**src/rtl/regfile_write_arbiter_if.sv**
```systemverilog
// -----------------------------------------------------------------------------
// regfile_write_arbiter_if
// Bundle of the write-arbiter's requester, register-file and decode signals.
//
//   hold        freeze arbitration
//   req_valid   per-requester write request            [NREQ]
//   req_addr    packed destination addresses           [NREQ*AW]
//   req_data    packed write data                      [NREQ*DW]
//   req_ready   one-hot grant, combinational           [NREQ]
//   wr_en       register-file write strobe (registered)
//   wr_addr     register-file write address (registered)
//   wr_data     register-file write data (registered)
//   rd_addr1/2  decode source addresses
//   hazard1/2   source has a pending or in-flight write
//   fwd_valid1/2, fwd_data1/2  forwarding of the in-flight write
//
// Modports: slave = arbiter side, master = requester/decode/register-file side.
// -----------------------------------------------------------------------------
interface regfile_write_arbiter_if #(
    parameter int NREQ = 3,
    parameter int AW   = 5,
    parameter int DW   = 32
);
    logic                 hold;
    logic [NREQ-1:0]      req_valid;
    logic [NREQ*AW-1:0]   req_addr;
    logic [NREQ*DW-1:0]   req_data;
    logic [NREQ-1:0]      req_ready;
    logic                 wr_en;
    logic [AW-1:0]        wr_addr;
    logic [DW-1:0]        wr_data;
    logic [AW-1:0]        rd_addr1;
    logic [AW-1:0]        rd_addr2;
    logic                 hazard1;
    logic                 hazard2;
    logic                 fwd_valid1;
    logic                 fwd_valid2;
    logic [DW-1:0]        fwd_data1;
    logic [DW-1:0]        fwd_data2;

    modport slave (
        input  hold, req_valid, req_addr, req_data, rd_addr1, rd_addr2,
        output req_ready, wr_en, wr_addr, wr_data,
               hazard1, hazard2, fwd_valid1, fwd_valid2, fwd_data1, fwd_data2
    );

    modport master (
        output hold, req_valid, req_addr, req_data, rd_addr1, rd_addr2,
        input  req_ready, wr_en, wr_addr, wr_data,
               hazard1, hazard2, fwd_valid1, fwd_valid2, fwd_data1, fwd_data2
    );
endinterface

```
**src/rtl/regfile_write_arbiter.sv**
```systemverilog
// -----------------------------------------------------------------------------
// regfile_write_arbiter
// Round-robin arbiter sharing the register file's single write port between
// NREQ writeback requesters, plus a read-hazard scoreboard for decode.
//
// Ports:
//   clk   clock, all state updates on posedge
//   rst   asynchronous, active-high reset
//   bus   regfile_write_arbiter_if.slave (requests, grant, write port, decode)
//
// Optional build macro: REGARB_FORWARD_EN
//   defined   -> an in-flight write matching a source is forwarded
//                (fwd_valid/fwd_data) and no longer raises that hazard
//   undefined -> forwarding outputs tied 0, in-flight writes raise hazards
// -----------------------------------------------------------------------------
module regfile_write_arbiter #(
    parameter int NREQ = 3,
    parameter int AW   = 5,
    parameter int DW   = 32
) (
    input  logic                    clk,
    input  logic                    rst,
    regfile_write_arbiter_if.slave  bus
);
    localparam int PW = (NREQ > 1) ? $clog2(NREQ) : 1;

    logic [PW-1:0]   r_rr_ptr;
    logic            r_wr_en;
    logic [AW-1:0]   r_wr_addr;
    logic [DW-1:0]   r_wr_data;

    logic [AW-1:0]   w_addr [NREQ];
    logic [DW-1:0]   w_data [NREQ];
    logic            w_found;
    logic [PW-1:0]   w_gidx;
    logic [PW-1:0]   w_cand;
    logic [NREQ-1:0] w_grant;
    logic            w_pend1;
    logic            w_pend2;
    logic            w_nz1;
    logic            w_nz2;
    logic            w_fly1;
    logic            w_fly2;

    genvar g;
    for (g = 0; g < NREQ; g++) begin : g_unpack
        assign w_addr[g] = bus.req_addr[g*AW +: AW];
        assign w_data[g] = bus.req_data[g*DW +: DW];
    end

    // Search starts one past the last winner and wraps, so the last winner
    // is always considered last.
    always_comb begin
        w_found = 1'b0;
        w_gidx  = '0;
        w_cand  = '0;
        w_grant = '0;
        if (!rst && !bus.hold) begin
            for (int k = 1; k <= NREQ; k++) begin
                w_cand = PW'((int'(r_rr_ptr) + k) % NREQ);
                if (!w_found && bus.req_valid[w_cand]) begin
                    w_found = 1'b1;
                    w_gidx  = w_cand;
                end
            end
            if (w_found) begin
                w_grant[w_gidx] = 1'b1;
            end
        end
    end

    assign bus.req_ready = w_grant;

    // A grant to address 0 still loads addr/data and moves the pointer,
    // but never strobes the register file.
    always_ff @(posedge clk or posedge rst) begin
        if (rst) begin
            r_wr_en   <= 1'b0;
            r_wr_addr <= '0;
            r_wr_data <= '0;
            r_rr_ptr  <= PW'(NREQ - 1);
        end else if (w_found) begin
            r_wr_addr <= w_addr[w_gidx];
            r_wr_data <= w_data[w_gidx];
            r_rr_ptr  <= w_gidx;
            r_wr_en   <= (w_addr[w_gidx] != '0);
        end else begin
            r_wr_en   <= 1'b0;
        end
    end

    assign bus.wr_en   = r_wr_en;
    assign bus.wr_addr = r_wr_addr;
    assign bus.wr_data = r_wr_data;

    // Pending matches include the request being granted this cycle.
    always_comb begin
        w_pend1 = 1'b0;
        w_pend2 = 1'b0;
        for (int i = 0; i < NREQ; i++) begin
            if (bus.req_valid[i] && (w_addr[i] == bus.rd_addr1)) w_pend1 = 1'b1;
            if (bus.req_valid[i] && (w_addr[i] == bus.rd_addr2)) w_pend2 = 1'b1;
        end
    end

    assign w_nz1  = (bus.rd_addr1 != '0);
    assign w_nz2  = (bus.rd_addr2 != '0);
    assign w_fly1 = r_wr_en && (r_wr_addr == bus.rd_addr1);
    assign w_fly2 = r_wr_en && (r_wr_addr == bus.rd_addr2);

`ifdef REGARB_FORWARD_EN
    assign bus.hazard1    = !rst && w_nz1 && w_pend1;
    assign bus.hazard2    = !rst && w_nz2 && w_pend2;
    assign bus.fwd_valid1 = w_nz1 && w_fly1;
    assign bus.fwd_valid2 = w_nz2 && w_fly2;
    assign bus.fwd_data1  = (w_nz1 && w_fly1) ? r_wr_data : '0;
    assign bus.fwd_data2  = (w_nz2 && w_fly2) ? r_wr_data : '0;
`else
    assign bus.hazard1    = !rst && w_nz1 && (w_pend1 || w_fly1);
    assign bus.hazard2    = !rst && w_nz2 && (w_pend2 || w_fly2);
    assign bus.fwd_valid1 = 1'b0;
    assign bus.fwd_valid2 = 1'b0;
    assign bus.fwd_data1  = '0;
    assign bus.fwd_data2  = '0;
`endif
endmodule
```
**src/flat_wrapper.sv**
```systemverilog
// flat-port wrapper written by rule: the top's interface ports become plain ports
module regfile_write_arbiter_flat 
#(
    parameter int NREQ = 3,
    parameter int AW   = 5,
    parameter int DW   = 32
)
  (clk, rst, bus_hold, bus_req_valid, bus_req_addr, bus_req_data, bus_rd_addr1, bus_rd_addr2, bus_req_ready, bus_wr_en, bus_wr_addr, bus_wr_data, bus_hazard1, bus_hazard2, bus_fwd_valid1, bus_fwd_valid2, bus_fwd_data1, bus_fwd_data2);
  regfile_write_arbiter_if #(.NREQ(NREQ), .AW(AW), .DW(DW)) bus_i ();
  input  logic clk;
  input  logic rst;
  input wire logic [$bits(bus_i.hold)-1:0] bus_hold;
  input wire logic [$bits(bus_i.req_valid)-1:0] bus_req_valid;
  input wire logic [$bits(bus_i.req_addr)-1:0] bus_req_addr;
  input wire logic [$bits(bus_i.req_data)-1:0] bus_req_data;
  input wire logic [$bits(bus_i.rd_addr1)-1:0] bus_rd_addr1;
  input wire logic [$bits(bus_i.rd_addr2)-1:0] bus_rd_addr2;
  output wire logic [$bits(bus_i.req_ready)-1:0] bus_req_ready;
  output wire logic [$bits(bus_i.wr_en)-1:0] bus_wr_en;
  output wire logic [$bits(bus_i.wr_addr)-1:0] bus_wr_addr;
  output wire logic [$bits(bus_i.wr_data)-1:0] bus_wr_data;
  output wire logic [$bits(bus_i.hazard1)-1:0] bus_hazard1;
  output wire logic [$bits(bus_i.hazard2)-1:0] bus_hazard2;
  output wire logic [$bits(bus_i.fwd_valid1)-1:0] bus_fwd_valid1;
  output wire logic [$bits(bus_i.fwd_valid2)-1:0] bus_fwd_valid2;
  output wire logic [$bits(bus_i.fwd_data1)-1:0] bus_fwd_data1;
  output wire logic [$bits(bus_i.fwd_data2)-1:0] bus_fwd_data2;
  assign bus_i.hold = bus_hold;
  assign bus_i.req_valid = bus_req_valid;
  assign bus_i.req_addr = bus_req_addr;
  assign bus_i.req_data = bus_req_data;
  assign bus_i.rd_addr1 = bus_rd_addr1;
  assign bus_i.rd_addr2 = bus_rd_addr2;
  assign bus_req_ready = bus_i.req_ready;
  assign bus_wr_en = bus_i.wr_en;
  assign bus_wr_addr = bus_i.wr_addr;
  assign bus_wr_data = bus_i.wr_data;
  assign bus_hazard1 = bus_i.hazard1;
  assign bus_hazard2 = bus_i.hazard2;
  assign bus_fwd_valid1 = bus_i.fwd_valid1;
  assign bus_fwd_valid2 = bus_i.fwd_valid2;
  assign bus_fwd_data1 = bus_i.fwd_data1;
  assign bus_fwd_data2 = bus_i.fwd_data2;
  regfile_write_arbiter #(.NREQ(NREQ), .AW(AW), .DW(DW)) u_core (.clk(clk), .rst(rst), .bus(bus_i));
endmodule
```
**config.mk**
```make
export PLATFORM = sky130hd
export DESIGN_NAME = regfile_write_arbiter_flat
export DESIGN_NICKNAME = d
export VERILOG_FILES = /design/src/rtl/regfile_write_arbiter_if.sv /design/src/rtl/regfile_write_arbiter.sv /design/src/flat_wrapper.sv
export SDC_FILE = /design/constraint.sdc
export NUM_CORES = 1
export LEC_CHECK = 0
export CAP_MARGIN = 20
export CORE_MARGIN = 2
export CORE_UTILIZATION = 32
export CTS_CLUSTER_SIZE = 20
export DETAILED_ROUTE_END_ITERATION = 8
export PLACE_DENSITY = 0.88
export SLEW_MARGIN = 20
export SYNTH_ARGS = -nofsm -noshare
export SYNTH_HDL_FRONTEND = slang
export SYNTH_SLANG_ARGS = --single-unit
```
**constraint.sdc**
```tcl
create_clock -name clk -period 2.6 [get_ports clk]
set_input_delay 0.52 -clock clk [delete_from_list [all_inputs] [get_ports clk]]
set_output_delay 0.52 -clock clk [all_outputs]
set_load 0.01 [all_outputs]
```
# Word level (Yosys, flattened, before mapping)
# Cells that the tools add are included.
[word_totals] regBits=40 input_bits=127 out_inout_bits=109 elab_cells=85
[classes] addsub=3 div=3 order_cmp=6 n_eq_ne=8 mux=35 bitwise=1 reduce_logical=25
[op_table] op="remainder unit 32 x 3 -> 32 bit (second input constant)" count=3
[op_table] op="binary-select mux 32 bit (select 2 bit)" count=1
[op_table] op="2-to-1 mux 32 bit" count=2
[op_table] op="== test 5 bit" count=8
[op_table] op="2-to-1 mux 1 bit" count=18
[op_table] op="logical AND 1 bit" count=16
[op_table] op="nonzero test 5 bit" count=3
[op_table] op="< comparator 2 x 3 -> 1 bit (second input constant)" count=4
[op_table] op="binary-select mux 5 bit (select 2 bit)" count=1
[op_table] op="2-to-1 mux 2 bit" count=5
[op_table] op="2-to-1 mux 5 bit" count=2
[op_table] op="adder 2 x 2 -> 3 bit (second input constant)" count=2
[op_table] op="binary-select mux 1 bit (select 2 bit)" count=3
[op_table] op="2-to-1 mux 3 bit" count=2
[op_table] op="zero test 1 bit" count=4
[op_table] op="adder 2 x 1 -> 3 bit (second input constant)" count=1
[op_table] op=">= comparator 3 bit (second input constant)" count=1
[op_table] op="NOT 2 -> 3 bit" count=1
[op_table] op="demux 1 bit (select 2 bit)" count=1
[op_table] op=">= comparator 2 x 1 -> 1 bit (second input constant)" count=1
[op_table] op="logical OR 1 bit" count=2

# Longest topological paths before layout
[depth] depth_word=21 ltp_mapped=12 depth_no_buf=9

# Worst setup path after synthesis
# No wires, ideal clock.
[synth_path] path_type="reg2out" startpoint="register u_core.r_rr_ptr[1]" endpoint="output port bus_req_ready[0]" arrival_time_ps=2249 required_ps=2080 path_slack_ps=-169 stages_incl_launch_ff=10 n_path_buf=3 path_cell_list="dfstp_2 > ha_1 > buf_2 > and3b_1 > o21bai_4 > o41ai_4 > or2_1 > buf_2 > buf_6 > nor2_1"
[synth_between] elab_chain_len=20
[synth_lines] element="start: declaration" line_no="regfile_write_arbiter.sv:27" source="logic [PW-1:0] r_rr_ptr;"
[synth_lines] element="start signal: assignment" line_no="regfile_write_arbiter.sv:81" source="r_rr_ptr <= PW'(NREQ - 1);"
[synth_lines] element="start signal: assignment" line_no="regfile_write_arbiter.sv:85" source="r_rr_ptr <= w_gidx;"
[synth_lines] element="adder 2 x 1 -> 3 bit" line_no="regfile_write_arbiter.sv:60" source="w_cand = PW'((int'(r_rr_ptr) + k) % NREQ);"
[synth_lines] element="remainder unit 32 x 3 -> 32 bit" line_no="regfile_write_arbiter.sv:60"
[synth_lines] element="binary-select mux 1 bit (select 2 bit)" line_no="regfile_write_arbiter.sv:61" source="if (!w_found && bus.req_valid[w_cand]) begin"
[synth_lines] element="2-to-1 mux 1 bit (implied by the code)" line_no="regfile_write_arbiter.sv:61"
[synth_lines] element="2-to-1 mux 1 bit" line_no="regfile_write_arbiter.sv:61"
[synth_lines] element="2-to-1 mux 1 bit" line_no="regfile_write_arbiter.sv:58" source="if (!rst && !bus.hold) begin"
[synth_lines] element="zero test 1 bit" line_no="regfile_write_arbiter.sv:61"
[synth_lines] element="logical AND 1 bit" line_no="regfile_write_arbiter.sv:61"
[synth_lines] element="(+4 left out)"
[synth_lines] element="2-to-1 mux 2 bit" line_no="regfile_write_arbiter.sv:61"
[synth_lines] element="2-to-1 mux 2 bit" line_no="regfile_write_arbiter.sv:58"
[synth_lines] element="< comparator 2 x 3 -> 1 bit (implied by the code) or >= comparator 2 x 1 -> 1 bit (tied branches)" line_no="regfile_write_arbiter.sv:67" source="w_grant[w_gidx] = 1'b1;"
[synth_lines] element="logical AND 1 bit (implied by the code)" line_no="regfile_write_arbiter.sv:67"
[synth_lines] element="2-to-1 mux 1 bit (implied by the code)" line_no="regfile_write_arbiter.sv:67"
[synth_lines] element="demux 1 bit (select 2 bit)"
[synth_lines] element="2-to-1 mux 3 bit (*)" line_no="regfile_write_arbiter.sv:66" source="if (w_found) begin"
[synth_lines] element="2-to-1 mux 3 bit (*)" line_no="regfile_write_arbiter.sv:58"
[synth_lines] element="end: declaration" line_no="flat_wrapper.sv:18" source="output wire logic [$bits(bus_i.req_ready)-1:0] bus_req_ready;"
# Every way passes the cells marked *; elsewhere a longest branch is shown, timed or not. The select of a mux whose other input is x is not followed.

# Worst setup path after layout
# Ends and elaborated chain as after synthesis.

==> metrics <==
most frequent cells in the layout=145 x clkdlybuf4s50_1, 66 x conb_1, 39 x buf_4, 39 x dfrtp_1, 33 x a22oi_1; Worst path max stage delay=590 ps; number of CTS-inserted buffers=5; Root Buffer=clkbuf_8; core region area=10200 sq um; worst setup margin=-133 ps; fraction of layout instances using a drive strength above 1=0.149; Synth Register Bits=40; Worst Hold Launch=u_core.bus.wr_data[7]; final non-filler cell total=693; DR pass1 iterations=4; Syn Area/Cell=just over 9 sq um; reg-to-reg critical path startpoint=u_core.r_rr_ptr[1]; Hold Path Depth=2; clock latency at the later pin of the worst-skew pair=around 290 ps; Layout Nets=a little under 700; Seq/Total Area, Yosys=0.299; Max H-tree Level=2; Fmax=0.366 GHz; leakage=2.48 nW; Peak VDD IR=389 uV; Reg clk slew, reported paths=80 ps; WP data arrival=approximately 2200 ps; via count=between 3000 and 4000; initial antenna violation count=0; total wire length=10900 um; Clock Path Buffers=2; Area growth, synth to finish=60.5%; reg2reg end=u_core.bus.wr_addr[1]; RSZ-0062 raised after global routing=yes; Distinct cells, synth=45; first-pass GRT wire length=16900 um; Rows=37; Placed Cells incl. Taps=677; crit path kind=reg2out; Post-synth EDFFs=0; Antenna Nets Post-Route=0; vias per cell=4.79; GRT Total Usage=0.189; total design power=about 0.0045 W; Min Clock Period, post-route=2730 ps; r2r setup slk=around 60 ps; DR WL/cell=about 16 um; # Max-Cap Violations=0; commonest non-fill, non-tap cell in the layout=clkdlybuf4s50_1; ys flop type=dfrtp_1; post-synth top area cell=dfrtp_1; CP endpoint kind=output pin; IO Port Bufs=169; Hold Violations, Final=0; chip height=106 um; Synth Warn #=0; Min-Delay Endpoint=u_core.bus.wr_data[7]; Slew Viols, Final=0; remaining global-route overflow=0; DR iter-0 viols=137; largest delay contributor family on the critical path=flip-flops; hold bufs inserted after CTS=0; die area=11300 sq um; Rel. slew slack=0.653; outcome=complete, but fails checks; Pwr Density=829 nW/um^2; Worst Path Buf+Inv=2; mapped cell area=roughly 3400 sq um; clk sinks=40; largest net degree at the start of global routing=45; CP max-delay cell=dfstp_2; Synth Instances=367; post-synth top area share=0.291; DIE WIDTH=106 um; vias in the first global route=3515; I/O Pins=236; # setup viols final=3; DP HPWL=8390 um; CTS tree=yes; post-synthesis async set-or-reset flop share=1.00; CP required=2080 ps; crit path max fanout=5; GP Congestion=~0.94; DRC=0; Worst Tran Pin Value=520 ps; Initial Util=0.328; Final Skew=7.38 ps; R2R cell count=7; Min-Delay Path Class=reg2reg; fin crit share=1.05; Worst setup SP type=register; dpl ws=-466 ps; failing checks=setup timing; antenna diode count=0; Cell Chain, Critical Path=inv_2, ha_4, mux2i_4, o21ai_2, o22ai_2, or2_1, nor2_1, buf_4; top post-synthesis cells by area=dfrtp_1 29%, buf_4 15%, mux2i_1 10%, xor2_1 8.4%, a22oi_1 7.4%
-- Yosys cell counts (2+ instances only) --
library cell   n
a21oi_1        4
a22oi_1       33
a31oi_1        4
and2_1         2
and3_1         2
and3b_1        2
buf_2         12
buf_4         67
buf_6          3
clkbuf_1      12
dfrtp_1       39
ha_1           4
inv_1          6
mux2i_1       35
nand2_1       10
nand3_1        8
nor2_1         4
nor2b_1        3
nor4_1         8
o21ai_0       14
o21ai_1       31
o221ai_1       2
or4_1          2
xnor2_1        8
xor2_1        32
-- worst reg2reg max path, stage by stage, from the launching register on --
cell,delay [ps]
dfstp_2,590
inv_2,70
ha_4,190
mux2i_2,250
nor2_1,110
o41ai_4,340
buf_4,450
mux2_2,430
-- power breakdown --
part	total [W]	leakage [nW]	internal [W]	switching (W)
clock network	0.000515	0.0541	0.000284	0.000231
logic	0.00280	1.93	0.00151	0.00129
registers	0.00115	0.496	0.000921	0.000227
-- area by class of cell --
type	instances	area, sq um
Tap cell	136	170
Clock buffer	5	68.8
Clock inverter	3	42.5
Multi-Input combinational cell	292	2060
Sequential cell	40	1000
Timing Repair Buffer	211	2020
Fill cell	954	4850
Inverter	6	22.5
-- worst max-delay path by stage --
stage                       start               end  depth (start not counted)
2_1_floorplan  u_core.r_rr_ptr[1]  bus_req_ready[0]                          9
3_3_place_gp     bus_req_valid[1]  bus_req_ready[1]                          8
3_5_place_dp     bus_req_valid[1]  bus_req_ready[0]                          8
4_1_cts        u_core.r_rr_ptr[1]  bus_req_ready[0]                          8
5_1_grt        u_core.r_rr_ptr[1]  bus_req_ready[0]                          8
6_report       u_core.r_rr_ptr[1]  bus_req_ready[0]                          8
-- per-layer routing --
metal	up-vias	global-route usage	wire length (um)
li1	1544	-	-
met1	1576	0.208	3840
met2	179	0.348	5810
met3	21	0.0466	996
met4	0	0.0677	241
met5	-	0	0
-- sequential cells by signal (all words and copies together), names as in the netlist --
name,cells
u_core.bus.wr_addr,5
u_core.bus.wr_data,32
u_core.bus.wr_en,1
u_core.r_rr_ptr,2
-- stage by stage --
stage	cell area, sq um	util	hold WS, ps	setup TNS [ps]
finish	5380	0.526	523	-255
global route	5380	0.526	556	-607
CTS	5340	0.522	530	-230
detailed placement	5100	0.499	511	-3120
global placement	5100	0.499	504	-2310
floorplan	3610	-	502	0
-- logic make-up (layout without fill, tap and decap cells) --
group | count (synthesis) | after routing | share of synthesized area
buf+inv | 100 | 225 | 0.198
fa+ha+maj | 4 | 4 | 0.0149
simple gates | 47 | 47 | 0.0787
xor+xnor | 40 | 40 | 0.104
compound gates | 99 | 99 | 0.196
mux | 36 | 36 | 0.108
flops | 40 | 40 | 0.299
other cells | 1 | 66 | 0.00112
-- what timing repair did --
item                                    4_1_cts  5_1_grt
hold endpoints to repair                      0        0
setup buffers                                 7        1
gates resized for setup                      54       18
pin swaps                                     9        5
endpoints found under the setup margin        5       12
Power figures use the tool's default switching activity.
